**config.mk**
```make
export PLATFORM = sky130hd
export DESIGN_NAME = clock_div_gen
export DESIGN_NICKNAME = d
export VERILOG_FILES = /design/src/rtl/clock_div_pkg.sv /design/src/rtl/clock_div_channel.sv /design/src/rtl/clock_div_gen.sv
export SDC_FILE = /design/constraint.sdc
export NUM_CORES = 1
export LEC_CHECK = 0
export CAP_MARGIN = 20
export CORE_MARGIN = 10
export CORE_UTILIZATION = 25
export CTS_CLUSTER_DIAMETER = 100
export DETAILED_ROUTE_END_ITERATION = 12
export REMOVE_ABC_BUFFERS = 1
export SLEW_MARGIN = 0
export SYNTH_ARGS = -nofsm -noshare
export SYNTH_HDL_FRONTEND = slang
export SYNTH_HIERARCHICAL = 1
export SYNTH_SLANG_ARGS = --single-unit
```
**constraint.sdc**
```tcl
create_clock -name clk_pi -period 8.25 [get_ports clk_pi]
set_input_delay 1.2375 -clock clk_pi [delete_from_list [all_inputs] [get_ports clk_pi]]
set_output_delay 1.2375 -clock clk_pi [all_outputs]
set_load 0.05 [all_outputs]
```
**src/rtl/clock_div_pkg.sv**
```systemverilog
// -----------------------------------------------------------------------------
// clock_div_pkg
//   Shared types and helpers for the multi-channel clock divider.
//   - CNT_WIDTH   : width of the per-channel counter and config fields
//   - cnt_t       : counter / config field type
//   - ch_cfg_t    : one channel's configuration {period, high, phase}
//   - ch_state_e  : channel FSM states
//   - clamp_cfg() : maps any requested config onto a legal one
//   - ch_width()  : width of a channel-select field for a given channel count
// -----------------------------------------------------------------------------
package clock_div_pkg;

    localparam int CNT_WIDTH = 16;

    typedef logic [CNT_WIDTH-1:0] cnt_t;

    typedef struct packed {
        cnt_t period;   // P: clk cycles per divided period
        cnt_t high;     // H: cycles div_clk is high at the start of a period
        cnt_t phase;    // counter value loaded when the channel starts
    } ch_cfg_t;

    typedef enum logic [1:0] {
        CH_IDLE     = 2'd0,
        CH_RUN      = 2'd1,
        CH_STOPPING = 2'd2
    } ch_state_e;

    // Legalise a config: the period must be at least 2, the high time must
    // leave at least one low cycle, and a phase outside the period restarts
    // the channel at 0.
    function automatic ch_cfg_t clamp_cfg(input ch_cfg_t raw);
        ch_cfg_t c;
        c.period = (raw.period < cnt_t'(2)) ? cnt_t'(2) : raw.period;
        c.high   = (raw.high == '0) ? cnt_t'(1) : raw.high;
        if (c.high >= c.period) begin
            c.high = c.period - cnt_t'(1);
        end
        c.phase  = (raw.phase >= c.period) ? '0 : raw.phase;
        return c;
    endfunction

    function automatic int ch_width(input int num_ch);
        return (num_ch > 1) ? $clog2(num_ch) : 1;
    endfunction

endpackage : clock_div_pkg

```
**src/rtl/clock_div_channel.sv**
```systemverilog
// -----------------------------------------------------------------------------
// clock_div_channel
//   One divider channel: run/stop FSM, period counter, shadow/active config
//   and the registered divided clock plus rise/fall strobes.
//
//   Ports
//     clk_pi       in   input clock, rising edge
//     rst_pi       in   synchronous active-high reset
//     cfg_we_pi    in   accepted config write for this channel (only while !pending)
//     cfg_pi       in   raw config, clamped here on accept
//     run_pi       in   run request level
//     pending_po   out  shadow config waiting to become active
//     running_po   out  channel active
//     div_clk_po   out  divided clock (1 while cnt < H)
//     div_clk_no   out  complement of div_clk_po while running, 0 while stopped
//     rise_stb_po  out  pulse on cnt == 0
//     fall_stb_po  out  pulse on cnt == H
//
//   All outputs are registered and computed from the counter value being
//   loaded on the same edge, so they line up with cnt without a cycle of lag.
// -----------------------------------------------------------------------------
module clock_div_channel
    import clock_div_pkg::*;
#(
    parameter int RESET_DIV = 2
) (
    input  logic    clk_pi,
    input  logic    rst_pi,
    input  logic    cfg_we_pi,
    input  ch_cfg_t cfg_pi,
    input  logic    run_pi,
    output logic    pending_po,
    output logic    running_po,
    output logic    div_clk_po,
    output logic    div_clk_no,
    output logic    rise_stb_po,
    output logic    fall_stb_po
);

    localparam ch_cfg_t RESET_CFG = '{
        period: cnt_t'(RESET_DIV),
        high:   cnt_t'(RESET_DIV / 2),
        phase:  '0
    };

    ch_state_e state_q, state_d;
    cnt_t      cnt_q,   cnt_d;
    ch_cfg_t   active_q, active_d;
    ch_cfg_t   shadow_q, shadow_d;
    logic      pending_q, pending_d;

    logic at_boundary;
    logic run_d;
    logic div_d;

    // Last cycle of a period while counting; every config change and every
    // stop is deferred to this point so the divided clock never glitches.
    assign at_boundary = (state_q != CH_IDLE) &&
                         (cnt_q == active_q.period - cnt_t'(1));

    always_comb begin
        // NOTE: every signal gets a default before any branch so no path
        // leaves one unassigned and no latch is inferred.
        state_d   = state_q;
        cnt_d     = cnt_q;
        active_d  = active_q;
        shadow_d  = shadow_q;
        pending_d = pending_q;

        unique case (state_q)
            CH_IDLE: begin
                if (run_pi) begin
                    // A pending write is taken at start, and its phase with it.
                    if (pending_q) begin
                        active_d  = shadow_q;
                        pending_d = 1'b0;
                        cnt_d     = shadow_q.phase;
                    end else begin
                        cnt_d     = active_q.phase;
                    end
                    state_d = CH_RUN;
                end else if (pending_q) begin
                    // Stopped: nothing to protect, adopt the new config now.
                    active_d  = shadow_q;
                    pending_d = 1'b0;
                end
            end

            CH_RUN, CH_STOPPING: begin
                if (at_boundary) begin
                    cnt_d = '0;
                    if (pending_q) begin
                        active_d  = shadow_q;
                        pending_d = 1'b0;
                    end
                    // A run request seen at the boundary cancels any stop.
                    state_d = run_pi ? CH_RUN : CH_IDLE;
                end else begin
                    cnt_d   = cnt_q + cnt_t'(1);
                    state_d = run_pi ? CH_RUN : CH_STOPPING;
                end
            end

            default: begin
                state_d = CH_IDLE;
                cnt_d   = '0;
            end
        endcase

        // Only accepted while nothing is pending, so it never collides with
        // the shadow-to-active transfers above.
        if (cfg_we_pi) begin
            shadow_d  = clamp_cfg(cfg_pi);
            pending_d = 1'b1;
        end
    end

    // Output values for the counter state being loaded on this edge.
    assign run_d = (state_d != CH_IDLE);
    assign div_d = run_d && (cnt_d < active_d.high);

    always_ff @(posedge clk_pi) begin
        if (rst_pi) begin
            // NOTE: the config registers are a handful of flops rather than a
            // memory array, so they are reset to a known divider like the rest.
            state_q     <= CH_IDLE;
            cnt_q       <= '0;
            active_q    <= RESET_CFG;
            shadow_q    <= RESET_CFG;
            pending_q   <= 1'b0;
            running_po  <= 1'b0;
            div_clk_po  <= 1'b0;
            div_clk_no  <= 1'b0;
            rise_stb_po <= 1'b0;
            fall_stb_po <= 1'b0;
        end else begin
            // NOTE: non-blocking assignments so every register samples the
            // pre-edge values, independent of statement order.
            state_q     <= state_d;
            cnt_q       <= cnt_d;
            active_q    <= active_d;
            shadow_q    <= shadow_d;
            pending_q   <= pending_d;
            running_po  <= run_d;
            div_clk_po  <= div_d;
            div_clk_no  <= run_d && !div_d;
            rise_stb_po <= run_d && (cnt_d == '0);
            fall_stb_po <= run_d && (cnt_d == active_d.high);
        end
    end

    assign pending_po = pending_q;

endmodule : clock_div_channel

```
**src/rtl/clock_div_gen.sv**
```systemverilog
// -----------------------------------------------------------------------------
// clock_div_gen
//   NUM_CH independent clock dividers driven from clk_pi. Each channel has a
//   programmable period, high time and start phase; config writes and
//   start/stop take effect only on period boundaries.
//
//   Ports
//     clk_pi        in   input clock, rising edge
//     rst_pi        in   synchronous active-high reset
//     cfg_valid_pi  in   config write request
//     cfg_ready_po  out  write accepted when valid && ready (= !pending[ch])
//     cfg_ch_pi     in   target channel
//     cfg_period_pi in   period P
//     cfg_high_pi   in   high time H
//     cfg_phase_pi  in   start counter offset
//     run_pi        in   per-channel run request
//     running_po    out  per-channel active flag
//     div_clk_po    out  divided clocks
//     div_clk_no    out  complements while running, 0 while stopped
//     rise_stb_po   out  rise strobes
//     fall_stb_po   out  fall strobes
//
//   CNT_W is expected to equal clock_div_pkg::CNT_WIDTH, which sizes the
//   shared config struct.
// -----------------------------------------------------------------------------
module clock_div_gen
    import clock_div_pkg::*;
#(
    parameter  int NUM_CH    = 4,
    parameter  int CNT_W     = CNT_WIDTH,
    parameter  int RESET_DIV = 2,
    localparam int CH_W      = ch_width(NUM_CH)
) (
    input  logic              clk_pi,
    input  logic              rst_pi,
    input  logic              cfg_valid_pi,
    output logic              cfg_ready_po,
    input  logic [CH_W-1:0]   cfg_ch_pi,
    input  logic [CNT_W-1:0]  cfg_period_pi,
    input  logic [CNT_W-1:0]  cfg_high_pi,
    input  logic [CNT_W-1:0]  cfg_phase_pi,
    input  logic [NUM_CH-1:0] run_pi,
    output logic [NUM_CH-1:0] running_po,
    output logic [NUM_CH-1:0] div_clk_po,
    output logic [NUM_CH-1:0] div_clk_no,
    output logic [NUM_CH-1:0] rise_stb_po,
    output logic [NUM_CH-1:0] fall_stb_po
);

    logic [NUM_CH-1:0] pending;
    logic [NUM_CH-1:0] cfg_we;
    ch_cfg_t           cfg_raw;

    assign cfg_raw = '{period: cfg_period_pi, high: cfg_high_pi, phase: cfg_phase_pi};

    // Ready is the selected channel's !pending. A select beyond NUM_CH
    // (non-power-of-two channel counts) reads as ready and the write is
    // dropped, so a stray address can never stall the config port.
    always_comb begin
        cfg_ready_po = 1'b1;
        for (int i = 0; i < NUM_CH; i++) begin
            if (cfg_ch_pi == CH_W'(i)) begin
                cfg_ready_po = !pending[i];
            end
        end
    end

    for (genvar g = 0; g < NUM_CH; g++) begin : g_ch
        assign cfg_we[g] = cfg_valid_pi && cfg_ready_po && (cfg_ch_pi == CH_W'(g));

        clock_div_channel #(
            .RESET_DIV (RESET_DIV)
        ) u_ch (
            .clk_pi      (clk_pi),
            .rst_pi      (rst_pi),
            .cfg_we_pi   (cfg_we[g]),
            .cfg_pi      (cfg_raw),
            .run_pi      (run_pi[g]),
            .pending_po  (pending[g]),
            .running_po  (running_po[g]),
            .div_clk_po  (div_clk_po[g]),
            .div_clk_no  (div_clk_no[g]),
            .rise_stb_po (rise_stb_po[g]),
            .fall_stb_po (fall_stb_po[g])
        );
    end

endmodule : clock_div_gen

```
==> results of run 1 <==
## layout make-up
class / instances / area [µm²] / area share [%]
multi-input combinational: 2410 / 17400 / 53.4
sequential: 480 / 9610 / 29.4
tap: 1512 / 1890 / 5.80
clock buffer: 74 / 1480 / 4.55
timing repair buffer: 161 / 1460 / 4.47
inverter: 137 / 514 / 1.58
clock inverter: 18 / 250 / 0.767
antenna: 2 / 5.00 / 0.0153
## worst max-delay path: cells and delay by family, from the launching register on
kind	cells	cell delay, ns
compound gates	9	2.33
simple gates	6	2.16
fa+ha+maj	2	0.62
flops	1	0.38
buf+inv	1	0.10
## power breakdown
| part | switching (mW) | internal, mW | total (mW) |
|---|---|---|---|
| logic | 0.938 | 0.572 | 1.51 |
| clock network | 1.02 | 1.41 | 2.42 |
| registers | 0.122 | 2.42 | 2.54 |
## routing by layer
| layer | up-vias | wire length [µm] | track usage [%] |
|---|---|---|---|
| met5 | - | 88 | 0 |
| li1 | 12012 | - | - |
| met2 | 813 | 42900 | 23.1 |
| met4 | 14 | 3050 | 4.59 |
| met3 | 157 | 6440 | 2.49 |
| met1 | 12089 | 43400 | 19.3 |
## cell families after synthesis
kind of cell               after synthesis  share of synthesized area [%]
AOI/OAI and AO/OA                      932                           23.2
xor gates and xnor gates               181                           5.54
adders and majority gates              212                           9.28
buffers and inverters                  418                           5.80
DFF                                    480                           33.6
muxes                                  174                           6.17
and+or+nand+nor                        911                           16.4
## worst paths after layout
check	from	to	slack, ns	depth (start not counted)
max	g_ch[2].u_ch/active_q[32]	g_ch[2].u_ch/div_clk_po	2.54	18
min	g_ch[1].u_ch/shadow_q[36]	g_ch[1].u_ch/active_q[36]	0.45	1
max reg2reg	g_ch[2].u_ch/active_q[32]	g_ch[2].u_ch/div_clk_po	2.54	18
min reg2reg	g_ch[1].u_ch/shadow_q[36]	g_ch[1].u_ch/active_q[36]	0.45	1
## sequential cells by signal, summed over array words and instances (netlist names), 8 cells and up
name                cells
g_ch.u_ch/shadow_q    192
g_ch.u_ch/cnt_q        64
g_ch.u_ch/active_q    192
g_ch.u_ch/state_q       8
## cells in the final DEF, fill, tap and decap left out, drive strengths merged, types with 38 or more instances in the layout
| cell type | n |
|---|---|
| nor2b | 44 |
| a21o | 65 |
| a21oi | 201 |
| nand3 | 58 |
| nor2 | 300 |
| xnor2 | 133 |
| a22o | 207 |
| nand2 | 121 |
| nor3 | 76 |
| nand4 | 56 |
| ha | 212 |
| clkbuf | 75 |
| buf | 84 |
| a22oi | 79 |
| nand2b | 38 |
| mux2i | 165 |
| clkdlybuf4s50 | 76 |
| dfxtp | 480 |
| inv | 140 |
| xor2 | 48 |
| nor4 | 69 |
| o21ai | 146 |
## through the flow
step	util (%)	setup slack, ns	hold slack, ns
5_1_grt	28.7	2.21	0.479
2_1_floorplan	-	0.905	0.436
3_5_place_dp	27.1	2.12	0.451
4_1_cts	28.6	2.57	0.467
3_3_place_gp	27.0	2.17	0.447
6_report	28.7	2.54	0.454
==> flow_summary.yaml, run 1 <==
outcome:
  status: "finished clean"
die:
  rows: 124
  dieHeight_um: 358
  start_util_pct: 25.1
  die_w_um: 358
  io_pins: 78
  core-area_um2: 114000
  die-area_um2: 128000
cts:
  clk_pin_slew_ns: 0.06
  cts_setup_buffers: 0
  cts-root-buf: "clkbuf_16"
  numCtsBuffers: 52
  ctsHoldBuffers: 0
  insertion_delay_ns: 0.62
  cts_resized: 0
  cts_tree: "done"
  clockBufferDepth: 3
  cts_sinks: 480
  htree_num_levels: 2
critical_path:
  start_kind: "register"
  path_class: "reg -> reg"
  cp_cell_sequence: "inv_1 -> ha_1 -> or4b_1 -> nor4_1 -> nand3_1 -> a2111o_1 -> o41a_1 -> or3_1 -> a22oi_1 -> ha_1 -> nor2b_1 -> o21a_1 -> o21a_1 -> o21a_1 -> o21a_1 -> o211ai_1 -> a21oi_1 -> nor3b_1"
  cp_slowest_cell: "or3_1"
  crit_required_ns: 8.77
  cp-end-kind: "register"
  crit_arrival_ns: 6.23
  path_common_cell: "o21a_1"
  slowest_delay_ns: 0.75
  cp_max_fo: 20
grt:
  grt_pass1_vias: 23752
  track_usage_pct: 14.4
  grt_overflow: 0
  grt_max_degree: 67
  grt_pass1_wl_um: 146000
  antenna_found_initial: 9
sta:
  drv_slew: 0
  setup_violations: 0
  fmax_ghz: 0.175
  slew_headroom_pct: 26.9
  fin_crit_sh_pct: 69.2
  final.setup.tns_ns: 0
  worstMarginPinSlew_ns: 1.09
  rsz0062_at_grt: "false"
  fin_crit_ns: 5.71
  hold_viol_final: 0
  skew_ns: 0.0226
drt:
  drt_first_iter_violations: 2255
  drc: 0
  ant_nets: 0
  vias: 25085
  first_pass_iters: 6
  vias_per_cell: 5.23
  drt_wl_total_um: 95900
  wl_per_cell_um: 20.0
synth:
  syn_avg_cell_area_um2: 8.64
  synth_top_cell_by_area: "dfxtp_1"
  syn-instance-count: 3308
  synth-seq-area-share_pct: 33.6
  synth_edf_count: 0
  ys_types: 87
  ys_warn_count: 6
  async_flop_share_pct: 0
  synthesis.area_um2: 28600
  yosysTopAreaCellShare_pct: 33.6
  synth.area.top_cells: "dfxtp_1 (34%), ha_1 (9.3%), a22o_1 (6.3%)"
  ys.flop_type: "dfxtp_1"
  yosysMostFrequentCell: "dfxtp_1"
  synth-seq-cells: 480
  netlist_top_cells_count: "dfxtp_1 (480), nor2_1 (300), clkbuf_1 (235)"
final_layout:
  fin_area_um2: 32600
  instances_no_fill: 4794
  nFillCells: 12046
  layout.nets: 3511
  drive_above_1_share_pct: 7.35
  syn2layout_area_growth_pct: 14.1
pwr:
  irDropWorstVdd_mv: 0.153
  power_mw: 6.47
  powerDensity_nw_per_um2: 198
  cellLeakagePower_nw: 12.5
placed_design:
  portBuffers: 77
  gp_congestion: 0.868
  place_inst: 4695
  dpl_cell_area_um2: 30800
  hpwlAfterDp_um: 67100
flow_run:
  drv_cap: 0
min_path:
  hold_path.class: "reg -> reg"
Note: power is estimated with default switching activity, not from simulation.
==> inputs of run 2 (changes only) <==
clock period = 4.9 ns   (was 8.25 ns; I/O delays follow)
==> flow_summary.yaml, run 2 (synthesized netlist as in run 1, its figures left out) <==
critical_path:
  start_kind: "register"
  crit_required_ns: 5.42
  cp_slowest_cell: "or4_4"
  r2r_setup_slack_ns: 0.22
  cp_num_buf_inv: 0
  cp_cell_sequence: "or4_4 -> or4_4 -> a2111oi_4 -> a211oi_2 -> o41a_1 -> or3_1 -> a22oi_1 -> ha_1 -> nor2b_1 -> o21a_1 -> o21a_1 -> o21a_1 -> o21a_1 -> o211ai_1 -> a21oi_1 -> o21a_1"
  ff2ff_path_depth: 16
  crit_arrival_ns: 5.20
  r2r_start: "g_ch[2].u_ch/active_q[42]"
  r2r_end: "g_ch[2].u_ch/div_clk_no"
  crit_start: "g_ch[2].u_ch/active_q[42]"
  path_common_cell: "o21a_1"
  path_class: "reg -> reg"
  slowest_delay_ns: 0.53
  path_delay_family: "compound AO/OA/AOI/OAI gates"
  cp_max_fo: 4
  cp-end-kind: "register"
pwr:
  powerDensity_nw_per_um2: 330
  power_frac_comb_pct: 23.7
  p_sw_mw: 3.56
  clkPwrFrac_pct: 37.4
  irDropWorstVdd_mv: 0.231
  cellLeakagePower_nw: 12.9
  power_mw: 11.0
  cell_internal_pwr_mw: 7.45
  netSwitchingFraction_pct: 32.3
  pwr-share-seq_pct: 38.8
drt:
  drt_first_iter_violations: 2008
  first_pass_iters: 5
  wl_per_cell_um: 19.9
  vias: 25317
  vias_per_cell: 5.20
  drt_wl_total_um: 96800
  drc: 0
  ant_nets: 0
grt:
  grt_pass1_wl_um: 147000
  grt_max_degree: 58
  track_usage_pct: 14.5
  antenna_found_initial: 3
  grt_pass1_vias: 23982
  grt_overflow: 0
cts:
  ctsHoldBuffers: 0
  cts-root-buf: "clkbuf_16"
  cts_sinks: 480
  htree_num_levels: 2
  cts_tree: "done"
  numCtsBuffers: 52
  clockBufferDepth: 3
  clk_pin_slew_ns: 0.06
  insertion_delay_ns: 0.63
sta:
  setup_violations: 0
  drv_slew: 0
  hold_viol_final: 0
  slew_headroom_pct: 35.2
  fin_crit_sh_pct: 95.5
  fmax_ghz: 0.214
  worstMarginPinSlew_ns: 0.967
  rsz0062_at_grt: "false"
  fin_crit_ns: 4.68
  skew_ns: 0.0235
placed_design:
  gp_congestion: 0.895
  place_inst: 4773
  hpwlAfterDp_um: 70500
  dpl_cell_area_um2: 31400
  portBuffers: 77
final_layout:
  reg_top3: "g_ch.u_ch/active_q x192, g_ch.u_ch/shadow_q x192, g_ch.u_ch/cnt_q x64"
  fin_area_um2: 33300
  syn2layout_area_growth_pct: 16.6
  antenna_cells: 0
  final_cell_mix: "dfxtp_1 (479), nor2_1 (297), ha_1 (212), a22o_1 (207), a21oi_1 (199)"
  drive_above_1_share_pct: 9.94
  layout.nets: 3587
  instances_no_fill: 4872
  final_common_cell: "dfxtp_1"
  finalCoreUtilization_pct: 29.3
  nFillCells: 12026
die:
  die_w_um: 358
  rows: 124
  core-area_um2: 114000
  die-area_um2: 128000
  start_util_pct: 25.1
  io_pins: 78
  dieHeight_um: 358
flow_run:
  drv_cap: 0
outcome:
  status: "finished clean"
min_path:
  hold_path.class: "reg -> reg"
  holdCritStartpoint: "g_ch[3].u_ch/shadow_q[38]"
  whs_path_depth: 1
  whs_endpoint: "g_ch[3].u_ch/active_q[38]"
[run 2: cell types whose count changed in the layout (fill, tap and decap cells not counted), moves of 4 or more]
cell        before  now
buf_12           0    4
clkinvlp_4       2    9
buf_8            5    1
buf_4           78  155
clkbuf_1        12    8
[run 2: through the flow]
step	hold WS, ns	setup WS, ns	TNS (ns)
finish	0.460	0.221	0
global placement	0.447	-0.0192	-0.275
CTS	0.455	0.0812	0
detailed placement	0.452	-0.0514	-0.695
global route	0.484	0.000662	0
floorplan	0.436	-1.94	-62.95
[run 2: routing by layer]
layer	GRT usage, %	vias to the layer above	wire, µm
met3	2.88	179	6720
met5	0	-	10
li1	-	12152	-
met2	23.0	832	42700
met4	5.56	2	3600
met1	19.2	12152	43700
[run 2: worst max-delay path by stage]
stage               depth (start not counted)  slack, ns                  endpoint
floorplan                                   8      -1.94  g_ch[0].u_ch/shadow_q[0]
global placement                           16      -0.02  g_ch[3].u_ch/shadow_q[9]
detailed placement                         16      -0.05  g_ch[3].u_ch/shadow_q[0]
CTS                                        18       0.08   g_ch[2].u_ch/div_clk_po
global route                               17     0.0007   g_ch[1].u_ch/div_clk_po
finish                                     16       0.22   g_ch[2].u_ch/div_clk_no
[run 2: power by group through the flow]
stage | combinational [mW] | clock [mW] | sequential (mW)
5_1_grt | 2.88 | 4.35 | 4.30
3_5_place_dp | 2.57 | 0 | 4.36
6_report | 2.61 | 4.12 | 4.28
4_1_cts | 2.58 | 4.21 | 4.28
2_1_floorplan | 1.55 | 0 | 4.39
3_3_place_gp | 2.55 | 0 | 4.36
[run 2: area by class of cell]
| type | count | area [µm²] | area share [%] |
|---|---|---|---|
| well taps | 1512 | 1890 | 5.67 |
| inverters | 137 | 514 | 1.54 |
| flip-flops and latches | 480 | 9610 | 28.8 |
| multi-input cells | 2410 | 17500 | 52.5 |
| clock buffers | 68 | 1440 | 4.32 |
| repair buffers | 237 | 2030 | 6.09 |
| clock inverters | 28 | 343 | 1.03 |
[run 2: repair_timing]
| item | in CTS | in global routing |
|---|---|---|
| resized for setup | 0 | 14 |
| buffers inserted | 0 | 1 |
| endpoints found under the setup margin | 0 | 8 |
==> inputs of run 3 (changes only) <==
CORE_UTILIZATION = 45   (was 25)
PLACE_DENSITY = 0.64   (was not set)
==> flow_summary.yaml, run 3 (synthesized netlist as in run 1, its figures left out) <==
final_layout:
  final_cell_mix: "dfxtp_1 (479), nor2_1 (297), ha_1 (212), a22o_1 (207), a21oi_1 (199)"
  final_common_cell: "dfxtp_1"
  instances_no_fill: 4191
  finalCoreUtilization_pct: 51.5
  reg_top3: "g_ch.u_ch/active_q x192, g_ch.u_ch/shadow_q x192, g_ch.u_ch/cnt_q x64"
  drive_above_1_share_pct: 9.66
  fin_area_um2: 32400
  antenna_cells: 0
  layout.nets: 3572
  syn2layout_area_growth_pct: 13.4
  multi_input_area_um2: 17500
  register_area_um2: 9610
  nFillCells: 5829
placed_design:
  gp_congestion: 0.942
  hpwlAfterDp_um: 68500
  dpl_cell_area_um2: 30500
  place_ws_ns: -0.0555
  place_inst: 4090
  portBuffers: 77
sta:
  final.setup.tns_ns: 0
  setup_ws_ns: 0.163
  drv_slew: 0
  skew_ns: 0.0231
  hold_viol_final: 0
  setup_violations: 0
  slew_headroom_pct: 33.0
  fmax_ghz: 0.211
  fin_crit_ns: 4.74
  fin_crit_sh_pct: 96.7
  worstMarginPinSlew_ns: 1.00
drt:
  drt_first_iter_violations: 2122
  vias_per_cell: 6.15
  drc: 0
  drt_wl_total_um: 95300
  first_pass_iters: 6
  vias: 25757
  wl_per_cell_um: 22.7
  ant_nets: 0
critical_path:
  path_class: "reg -> reg"
  path_common_cell: "o21a_1"
  path_depth: 16
  cp_max_fo: 16
  crit_arrival_ns: 5.23
  slowest_delay_ns: 0.53
  cp_cell_sequence: "or4_4 -> or4_4 -> a2111oi_4 -> a211oi_2 -> o41a_1 -> or3_1 -> buf_4 -> a22oi_1 -> ha_1 -> o21a_1 -> o21a_1 -> o21a_1 -> o21a_1 -> o211ai_1 -> a21oi_1 -> o21a_1"
  r2r_start: "g_ch[2].u_ch/active_q[42]"
  r2r_setup_slack_ns: 0.16
  cp_num_buf_inv: 1
  crit_required_ns: 5.39
  start_kind: "register"
  cp-end-kind: "register"
  ff2ff_path_depth: 16
  cp_slowest_cell: "or4_4"
  path_delay_family: "compound AO/OA/AOI/OAI gates"
  r2r_end: "g_ch[2].u_ch/div_clk_no"
die:
  die-area_um2: 74000
  io_pins: 78
  dieHeight_um: 272
  core-area_um2: 63000
  rows: 92
  start_util_pct: 45.4
  die_w_um: 272
min_path:
  hold_path.class: "reg -> reg"
  whs_endpoint: "g_ch[3].u_ch/active_q[40]"
  whs_path_depth: 1
  holdCritStartpoint: "g_ch[3].u_ch/shadow_q[40]"
pwr:
  powerDensity_nw_per_um2: 340
  irDropWorstVdd_mv: 0.271
  cellLeakagePower_nw: 12.8
grt:
  use_met1_pct: 33.7
  grt.met3_usage_pct: 3.25
  grt_max_degree: 45
  grt-busiest-layer: "met2"
  grt_overflow: 0
  grt_pass1_vias: 24804
  use_met2_pct: 39.4
  antenna_found_initial: 1
  grt_pass1_wl_um: 146000
  track_usage_pct: 24.7
cts:
  insertion_delay_ns: 0.61
  cts_tree: "done"
  htree_num_levels: 2
  cts_sinks: 480
  clk_pin_slew_ns: 0.06
  numCtsBuffers: 53
  ctsHoldBuffers: 0
  cts-root-buf: "clkbuf_16"
  clockBufferDepth: 3
outcome:
  status: "finished clean"
flow_run:
  drv_cap: 0
run 3: cell count changes in the layout (fill, tap and decap cells not counted), sizes merged:
cell      previous run  this run
inv                139       137
bufinv               5         4
buf                161       145
clkinv              12        13
clkbuf              68        75
clkinvlp             9         5
run 3: what timing repair did:
item,CTS,global route
buffers inserted,0,2
resized for setup,1,18
pin swaps,0,3
setup endpoints to repair,1,8
run 3: metal layers:
layer | vias up | wire (µm)
met5 | - | 13
met4 | 2 | 3120
met3 | 193 | 7040
met2 | 953 | 42800
met1 | 12492 | 42300
li1 | 12117 | -
run 3: report_power, final:
part	internal, mW	switching [mW]	leakage [nW]
sequential	4.07	0.224	3.89
combinational	1.02	1.59	8.06
clock	2.41	1.69	0.870
total	7.50	3.51	12.8
run 3: metrics by stage:
stage / hold WS [ns] / power [mW]
2_1_floorplan: 0.436 / 5.94
3_3_place_gp: 0.446 / 6.84
3_5_place_dp: 0.451 / 6.91
4_1_cts: 0.469 / 11.0
5_1_grt: 0.490 / 11.5
6_report: 0.467 / 11.0
run 3: cell type report:
type,count,share of cell area [%]
multi-input cells,2410,54.1
repair buffers,221,5.96
clock inverters,22,0.699
inverters,137,1.59
flip-flops and latches,480,29.6
well taps,846,3.26
clock buffers,75,4.79
run 3: worst max path at each step:
stage | startpoint | endpoint | slack, ns
2_1_floorplan | cfg_ch_pi[1] | g_ch[0].u_ch/shadow_q[0] | -1.94
3_3_place_gp | cfg_period_pi[12] | g_ch[3].u_ch/shadow_q[4] | 0.004
3_5_place_dp | cfg_period_pi[12] | g_ch[3].u_ch/shadow_q[14] | -0.06
4_1_cts | g_ch[2].u_ch/active_q[37] | g_ch[2].u_ch/div_clk_no | 0.06
5_1_grt | g_ch[2].u_ch/active_q[42] | g_ch[2].u_ch/div_clk_no | -0.01
6_report | g_ch[2].u_ch/active_q[42] | g_ch[2].u_ch/div_clk_no | 0.16
run 3: worst register-to-register path, delay by kind of cell, from the launching register on:
family / cells / cell delay, ns
and+or+nand+nor: 3 / 1.46
buffers and inverters: 1 / 0.22
DFF: 1 / 0.35
adders and majority gates: 1 / 0.28
AOI/OAI and AO/OA: 11 / 2.33
